## src/rtl/hack_cpu_seq.sv

```systemverilog
// rtl/hack_cpu_seq.sv - multi-cycle Hack-ISA sequencer driving an external 16-bit ALU
module hack_cpu_seq (
    input  logic        clk,
    input  logic        rst,
    output logic        instr_req,
    output logic [14:0] instr_addr,
    input  logic        instr_ack,
    input  logic [15:0] instr_data,
    output logic        mem_req,
    output logic        mem_we,
    output logic [14:0] mem_addr,
    output logic [15:0] mem_wdata,
    input  logic        mem_ack,
    input  logic [15:0] mem_rdata,
    output logic [15:0] alu_x,
    output logic [15:0] alu_y,
    output logic        alu_zx,
    output logic        alu_nx,
    output logic        alu_zy,
    output logic        alu_ny,
    output logic        alu_f,
    output logic        alu_no,
    input  logic [15:0] alu_out,
    input  logic        alu_zr,
    output logic [14:0] pc,
    output logic [15:0] a_reg,
    output logic [15:0] d_reg
);

    typedef enum logic [2:0] {IDLE, FETCH, DECODE, MEMRD, EXEC, WB} state_t;

    state_t      state, state_nxt;
    logic [15:0] ir, m_reg, r_reg;
    logic [14:0] aold;
    logic        take;
    logic [14:0] pc_inc;
    logic        wr_pending;
    logic        wb_done;
    logic        r_neg;

    assign pc_inc     = pc + 15'd1;
    assign wr_pending = (state == WB) && ir[3];
    assign wb_done    = (state == WB) && (!ir[3] || mem_ack);
    assign r_neg      = alu_out[15];

    always_ff @(posedge clk) begin
        if (rst) begin
            state <= IDLE;
            pc    <= '0;
            a_reg <= '0;
            d_reg <= '0;
            ir    <= '0;
            m_reg <= '0;
            r_reg <= '0;
            aold  <= '0;
            take  <= 1'b0;
        end else begin
            state <= state_nxt;
            case (state)
                FETCH: if (instr_ack) ir <= instr_data;
                DECODE: begin
                    if (!ir[15]) begin
                        a_reg <= {1'b0, ir[14:0]};
                        pc    <= pc_inc;
                    end
                end
                MEMRD: if (mem_ack) m_reg <= mem_rdata;
                EXEC: begin
                    r_reg <= alu_out;
                    take  <= (ir[2] & r_neg) | (ir[1] & alu_zr) | (ir[0] & !r_neg & !alu_zr);
                    aold  <= a_reg[14:0];
                end
                WB: begin
                    // Jump target and write address come from aold, so a new A never leaks in
                    if (wb_done) begin
                        if (ir[5]) a_reg <= r_reg;
                        if (ir[4]) d_reg <= r_reg;
                        pc <= take ? aold : pc_inc;
                    end
                end
                default: ;
            endcase
        end
    end

    always_comb begin
        state_nxt = state;
        case (state)
            IDLE:   state_nxt = FETCH;
            FETCH:  if (instr_ack) state_nxt = DECODE;
            DECODE: begin
                if (!ir[15])    state_nxt = FETCH;
                else if (ir[12]) state_nxt = MEMRD;
                else            state_nxt = EXEC;
            end
            MEMRD:  if (mem_ack) state_nxt = EXEC;
            EXEC:   state_nxt = WB;
            WB:     if (wb_done) state_nxt = FETCH;
            default: state_nxt = IDLE;
        endcase
    end

    always_comb begin
        instr_req  = (state == FETCH);
        instr_addr = pc;
        mem_req    = (state == MEMRD) || wr_pending;
        mem_we     = wr_pending;
        mem_addr   = '0;
        mem_wdata  = '0;
        if (state == MEMRD) begin
            mem_addr = a_reg[14:0];
        end else if (wr_pending) begin
            mem_addr  = aold;
            mem_wdata = r_reg;
        end
    end

    assign alu_x  = d_reg;
    assign alu_y  = ir[12] ? m_reg : a_reg;
    assign alu_zx = ir[11];
    assign alu_nx = ir[10];
    assign alu_zy = ir[9];
    assign alu_ny = ir[8];
    assign alu_f  = ir[7];
    assign alu_no = ir[6];

endmodule

```

## config.mk

```make
export PLATFORM = sky130hd
export DESIGN_NAME = hack_cpu_seq
export DESIGN_NICKNAME = d
export VERILOG_FILES = /design/src/rtl/hack_cpu_seq.sv
export SDC_FILE = /design/constraint.sdc
export NUM_CORES = 1
export LEC_CHECK = 0
export CORE_MARGIN = 4
export CORE_UTILIZATION = 46
export CTS_CLUSTER_DIAMETER = 100
export DETAILED_ROUTE_END_ITERATION = 16
export PLACE_DENSITY = 0.81
export REMOVE_ABC_BUFFERS = 1
export SLEW_MARGIN = 25
export SYNTH_ARGS = -nofsm -noshare
export SYNTH_HDL_FRONTEND = slang
export SYNTH_SLANG_ARGS = --single-unit
```

## constraint.sdc

```tcl
create_clock -name clk -period 2.4 [get_ports clk]
set_clock_uncertainty 0.05 [all_clocks]
set_input_delay 0.48 -clock clk [delete_from_list [all_inputs] [get_ports clk]]
set_output_delay 0.48 -clock clk [all_outputs]
set_load 0.01 [all_outputs]
```

---- After elaboration in Yosys (flattened, before gate mapping) ----
Index checks and enable logic that the tools add are counted.
cells by class
  $add $sub $neg .......................... 1
  eq/ne operators ......................... 10
  multiplexer cells ....................... 19
  bitwise gates (word level) .............. 6
  reductions and logical operators ........ 15
operators with widths
  operator                                                                number
  16-bit 2-to-1 mux                                                       6
  15-bit 2-to-1 mux                                                       5
  16-bit case mux with 2 select lines                                     1
  15-bit case mux with 2 select lines                                     1
  3-bit case mux with 6 select lines                                      1
  15-bit by 1-bit adder with 15-bit output (second input constant)        1
  3-bit 2-to-1 mux                                                        5
  3-bit AND reduction                                                     3
  2-bit != test (second input constant)                                   4
  3-bit by 2-bit equality test with 1-bit output (second input constant)  2
  3-bit equality test (second input constant)                             2
  1-bit AND                                                               4
  2-bit AND reduction                                                     2
  4-bit AND reduction                                                     1
  3-bit by 1-bit equality test with 1-bit output (second input constant)  1
  1-bit zero test                                                         3
  3-bit zero test                                                         1
  1-bit logical AND                                                       2
  1-bit logical OR                                                        2
  2-bit by 1-bit != test with 1-bit output (second input constant)        1
  1-bit OR                                                                2
  2-bit nonzero test                                                      1
word-level totals
  register bits after elaboration ......... 114
  input port bits ......................... 53
  output and inout bits ................... 134
  word-level logic and storage cells ...... 60

---- Depth between registers and ports, before layout ----
  depth after elaboration ................. 5
  depth in mapped cells ................... 7
  depth with buffers taken out ............ 5

---- Least setup slack after synthesis ----
No wires, ideal clock.
  kind .................................... reg-to-output
  from .................................... register ir[12]
  to ...................................... output port alu_y[10]
  arrival time ............................ 1378 ps
  data required time ...................... 1870 ps
  path slack .............................. 492 ps
  stages on the path, launching flop included .. 4
  buffers on the path ..................... 2
  cells stage by stage .................... dfxtp_1 > clkbuf_1 > clkbuf_1 > mux2_2
between the ends
  cells in the longest elaborated chain, start to end .. 1
ends and longest elaborated chain
  element                   line  text
  start: declaration        33    logic [15:0] ir, m_reg, r_reg;
  start signal: assignment  60    FETCH: if (instr_ack) ir <= instr_data;
  16-bit 2-to-1 mux         119   assign alu_y = ir[12] ? m_reg : a_reg;
  end: declaration          16    output logic [15:0] alu_y,
Every way passes these cells.

---- Worst setup path after layout ----
  from .................................... register state[0]
  to ...................................... output port mem_req
between the ends
  cells in the longest elaborated chain, start to end .. 3
  elaborated cells on any way between the ends .. 4
  classes of those cells .................. eq/ne (2); reduce/logical (2)
ends and longest elaborated chain
  element                   line  text
  start: declaration        32    state_t state, state_nxt;
  start signal: assignment  58    state <= state_nxt;
  3-bit equality test       42    assign wr_pending = (state == WB) && ir[3];
  1-bit logical AND         42
  1-bit logical OR *        106   mem_req = (state == MEMRD) || wr_pending;
  end: declaration          9     output logic mem_req,
Mark *: on every way between the ends. The rest lies on a longest branch, timed or not.

==> impl_metrics.env <==
export IMPL_setup_ws_ns=-0.0419
export IMPL_total_power_mw=5.02
export IMPL_rsz0062_at_grt="yes"
export IMPL_dp_cells=962
export IMPL_p_switching_mw=1.26
export IMPL_p_leak_nw=2.80
export IMPL_cts_buffers=17
export IMPL_period_share_pct=102
export IMPL_worstHoldPathType="flop to flop"
export IMPL_die_area_um2=13400
export IMPL_drive_gt1_share_pct=11.5
export IMPL_root_buffer="clkbuf_16"
export IMPL_hold_buffers=0
export IMPL_cts_tree="built"
export IMPL_intPower_mw=3.76
export IMPL_clk_pin_slew_ns=0.06
export IMPL_grt_max_degree=69
export IMPL_antenna_found_initial=0
export IMPL_final_util_pct=68.3
export IMPL_topRoutingLayerUsed="met4"
export IMPL_ys_types=47
export IMPL_wl_per_cell_um=17.8
export IMPL_critPathLaunch="state[0]$_SDFFE_PP0P_"
export IMPL_vias=5554
export IMPL_synth_edff_count=0
export IMPL_postLayoutCellArea_um2=7800
export IMPL_ys_ff_latch=114
export IMPL_wl_met3_um=1410
export IMPL_worstMarginPinSlew_ns=0.838
export IMPL_cts_sinks=114
export IMPL_routabilityCongestion=0.990
export IMPL_synth_seq_area_share_pct=42.6
export IMPL_ir_drop_mv=0.433
export IMPL_cts_buffer_depth=2
export IMPL_r2r_end="instr_addr[6]$_SDFFE_PP0P_"
export IMPL_syn_inst=691
export IMPL_slowest_stage="dfxtp_4"
export IMPL_coreArea_um2=11400
export IMPL_stdcell_count=997
export IMPL_dp_hpwl_um=12400
export IMPL_setup_violations=1
export IMPL_wl_met1_um=7310
export IMPL_slew_headroom_pct=44.1
export IMPL_grt_ovfl_total=0
export IMPL_drt_initial_drc_count=411
export IMPL_power_density_nw_per_um2=644
export IMPL_maxCapViolations=0
export IMPL_critPathMaxFanout=12
export IMPL_rows=39
export IMPL_drc=0
export IMPL_grt_pass1_vias=5479
export IMPL_clkPwrFrac_pct=49.3
export IMPL_finalWirelength_um=17700
export IMPL_final_seq_area_um2=2290
export IMPL_route_met2_wl_um=8740
export IMPL_fill_cells=938
export IMPL_drt_pre_antenna_iters=5
export IMPL_multi_input_area_um2=2590
export IMPL_max_stage_delay_ns=0.36
export IMPL_drv_slew=0
export IMPL_ant_nets=0
export IMPL_die_width_um=116
export IMPL_fmax_ghz=0.410
export IMPL_min_path_cells=2
export IMPL_die_y_um=116
export IMPL_port_buffers=186
export IMPL_nets=895
export IMPL_arrival_ns=1.91
export IMPL_tns_ns=-0.0419
export IMPL_hold_viol=0
export IMPL_syn_cell_area_um2=5360
export IMPL_path_cells="and4b_2 > buf_4 > clkbuf_16 > or2_2 > clkdlybuf4s15_1"
export IMPL_io_pins=187
export IMPL_diodes=0
export IMPL_min_from="ir[13]$_SDFFE_PP0P_"
export IMPL_p_comb_share_pct=10.4
export IMPL_insertion_delay_ns=0.41
export IMPL_rrSetupSlack_ns=0.19
export IMPL_worst_r2r_cell_count=6
export IMPL_timing_rr_start="state[1]$_SDFFE_PP0P_"
export IMPL_start_util_pct=46.9
export IMPL_min_to="ir[13]$_SDFFE_PP0P_"
export IMPL_finalCriticalPeriod_ns=2.44
export IMPL_yosysWarnings=0
export IMPL_outcome="finished with violations"
export IMPL_via_per_inst=5.57
export IMPL_synth_area_per_cell_um2=7.76
export IMPL_postPlaceCellArea_um2=7200
export IMPL_critical_path_class="flop to output pin"
export IMPL_required_ns=1.87
export IMPL_ctsHtreeMaxLevel=4
export IMPL_end_kind="output pin"
export IMPL_critPathLaunchType="flop"
export IMPL_swShare_pct=25.1
export IMPL_pwr_share_seq_pct=40.3
export IMPL_grtUsageTotal_pct=26.0
export IMPL_synth_flop_cell="dfxtp_1"
export IMPL_ys_async_sr_fraction_pct=0
export IMPL_failed_checks="setup timing"
export IMPL_area_delta_synth_final_pct=45.6
export IMPL_grt_pass1_wl_um=27800
==> power groups by stage <==
stage                     registers, mW  clock network (mW)  logic, mW
after floorplan                    2.06                   0      0.171
after CTS                          2.02                2.50      0.518
final                              2.02                2.48      0.523
after global placement             2.06                   0      0.502
after global routing               2.03                2.59      0.566
after detailed placement           2.06                   0      0.515
==> worst max-delay path by stage <==
stage,end,slack [ns],depth (start not counted)
CTS,mem_addr[9],-0.09,5
floorplan,take$_SDFFE_PP0N_,-0.31,3
global route,mem_req,-0.09,5
global placement,mem_wdata[11],0.30,4
finish,mem_req,-0.04,5
detailed placement,instr_addr[13]$_SDFFE_PP0P_,0.22,6
==> cell type report <==
class	count	share of cell area, %
Clock inverter	15	2.02
Inverter	11	0.529
Tap cell	143	2.29
Clock buffer	17	5.45
Timing Repair Buffer	216	27.1
Multi-Input combinational cell	481	33.3
Sequential cell	114	29.3
==> Yosys cell counts (5+ instances only) <==
cell      count  area [um^2]
nor2_1       21         78.8
nand3_1       9         45.0
buf_4        34          255
o32ai_1       6         52.6
a21oi_1      93          465
a22o_1       15          131
and2_1       26          163
dfxtp_1     114         2280
o21ai_0      13         65.1
a211oi_1      5         37.5
clkbuf_1     45          169
nand4_1       6         37.5
o31a_1        5         43.8
nand2_1     204          766
inv_1        11         41.3
mux2_2       16          180
a311oi_1     17          149
==> critical path: cells and delay by family (launching register included) <==
family | cells | cell delay (ns)
DFF | 1 | 0.36
buffers and inverters | 3 | 0.56
and+or+nand+nor | 2 | 0.59
==> what timing repair did <==
item	4_1_cts	5_1_grt
endpoints found under the setup margin	34	10
gates cloned	0	1
setup buffers	0	2
resized for setup	37	22
pin swaps	0	1
==> layer usage <==
metal	vias up	GRT usage, %
li1	2647	-
met1	2626	32.2
met2	251	44.5
met3	30	7.15
met4	0	7.35
met5	-	0
==> kinds of logic after synthesis <==
| kind of cell | after synthesis | synth area share (%) |
|---|---|---|
| AO/OA/AOI/OAI | 169 | 20.0 |
| adder cells (fa/ha/maj) | 1 | 0.233 |
| buffers and inverters | 96 | 9.34 |
| flip-flops | 114 | 42.6 |
| multiplexers | 17 | 3.55 |
| AND/OR/NAND/NOR | 294 | 24.3 |
==> cells in the final DEF (no fill, tap or decap), types with 5 or more instances in the layout <==
cell and n:
a311oi_1 17, clkbuf_2 6, buf_4 22, mux2_2 16, inv_1 11, o32ai_1 6
nand2_1 204, a211oi_1 5, o31a_1 5, clkdlybuf4s50_1 152, a21oi_1 93, dlygate4sd2_1 23
nor2_1 21, nand4_1 6, and2_1 26, dfxtp_1 110, clkbuf_16 18, o21ai_0 13
a22o_1 15, nand3_1 9
==> per-stage QoR <==
stage,worst slack (ns),hold slack [ns]
after floorplan,-0.310,0.377
after global placement,0.304,0.388
after detailed placement,0.223,0.397
after CTS,-0.0937,0.390
after global routing,-0.0906,0.408
final,-0.0419,0.406
Note: power is estimated with default switching activity, not from simulation.
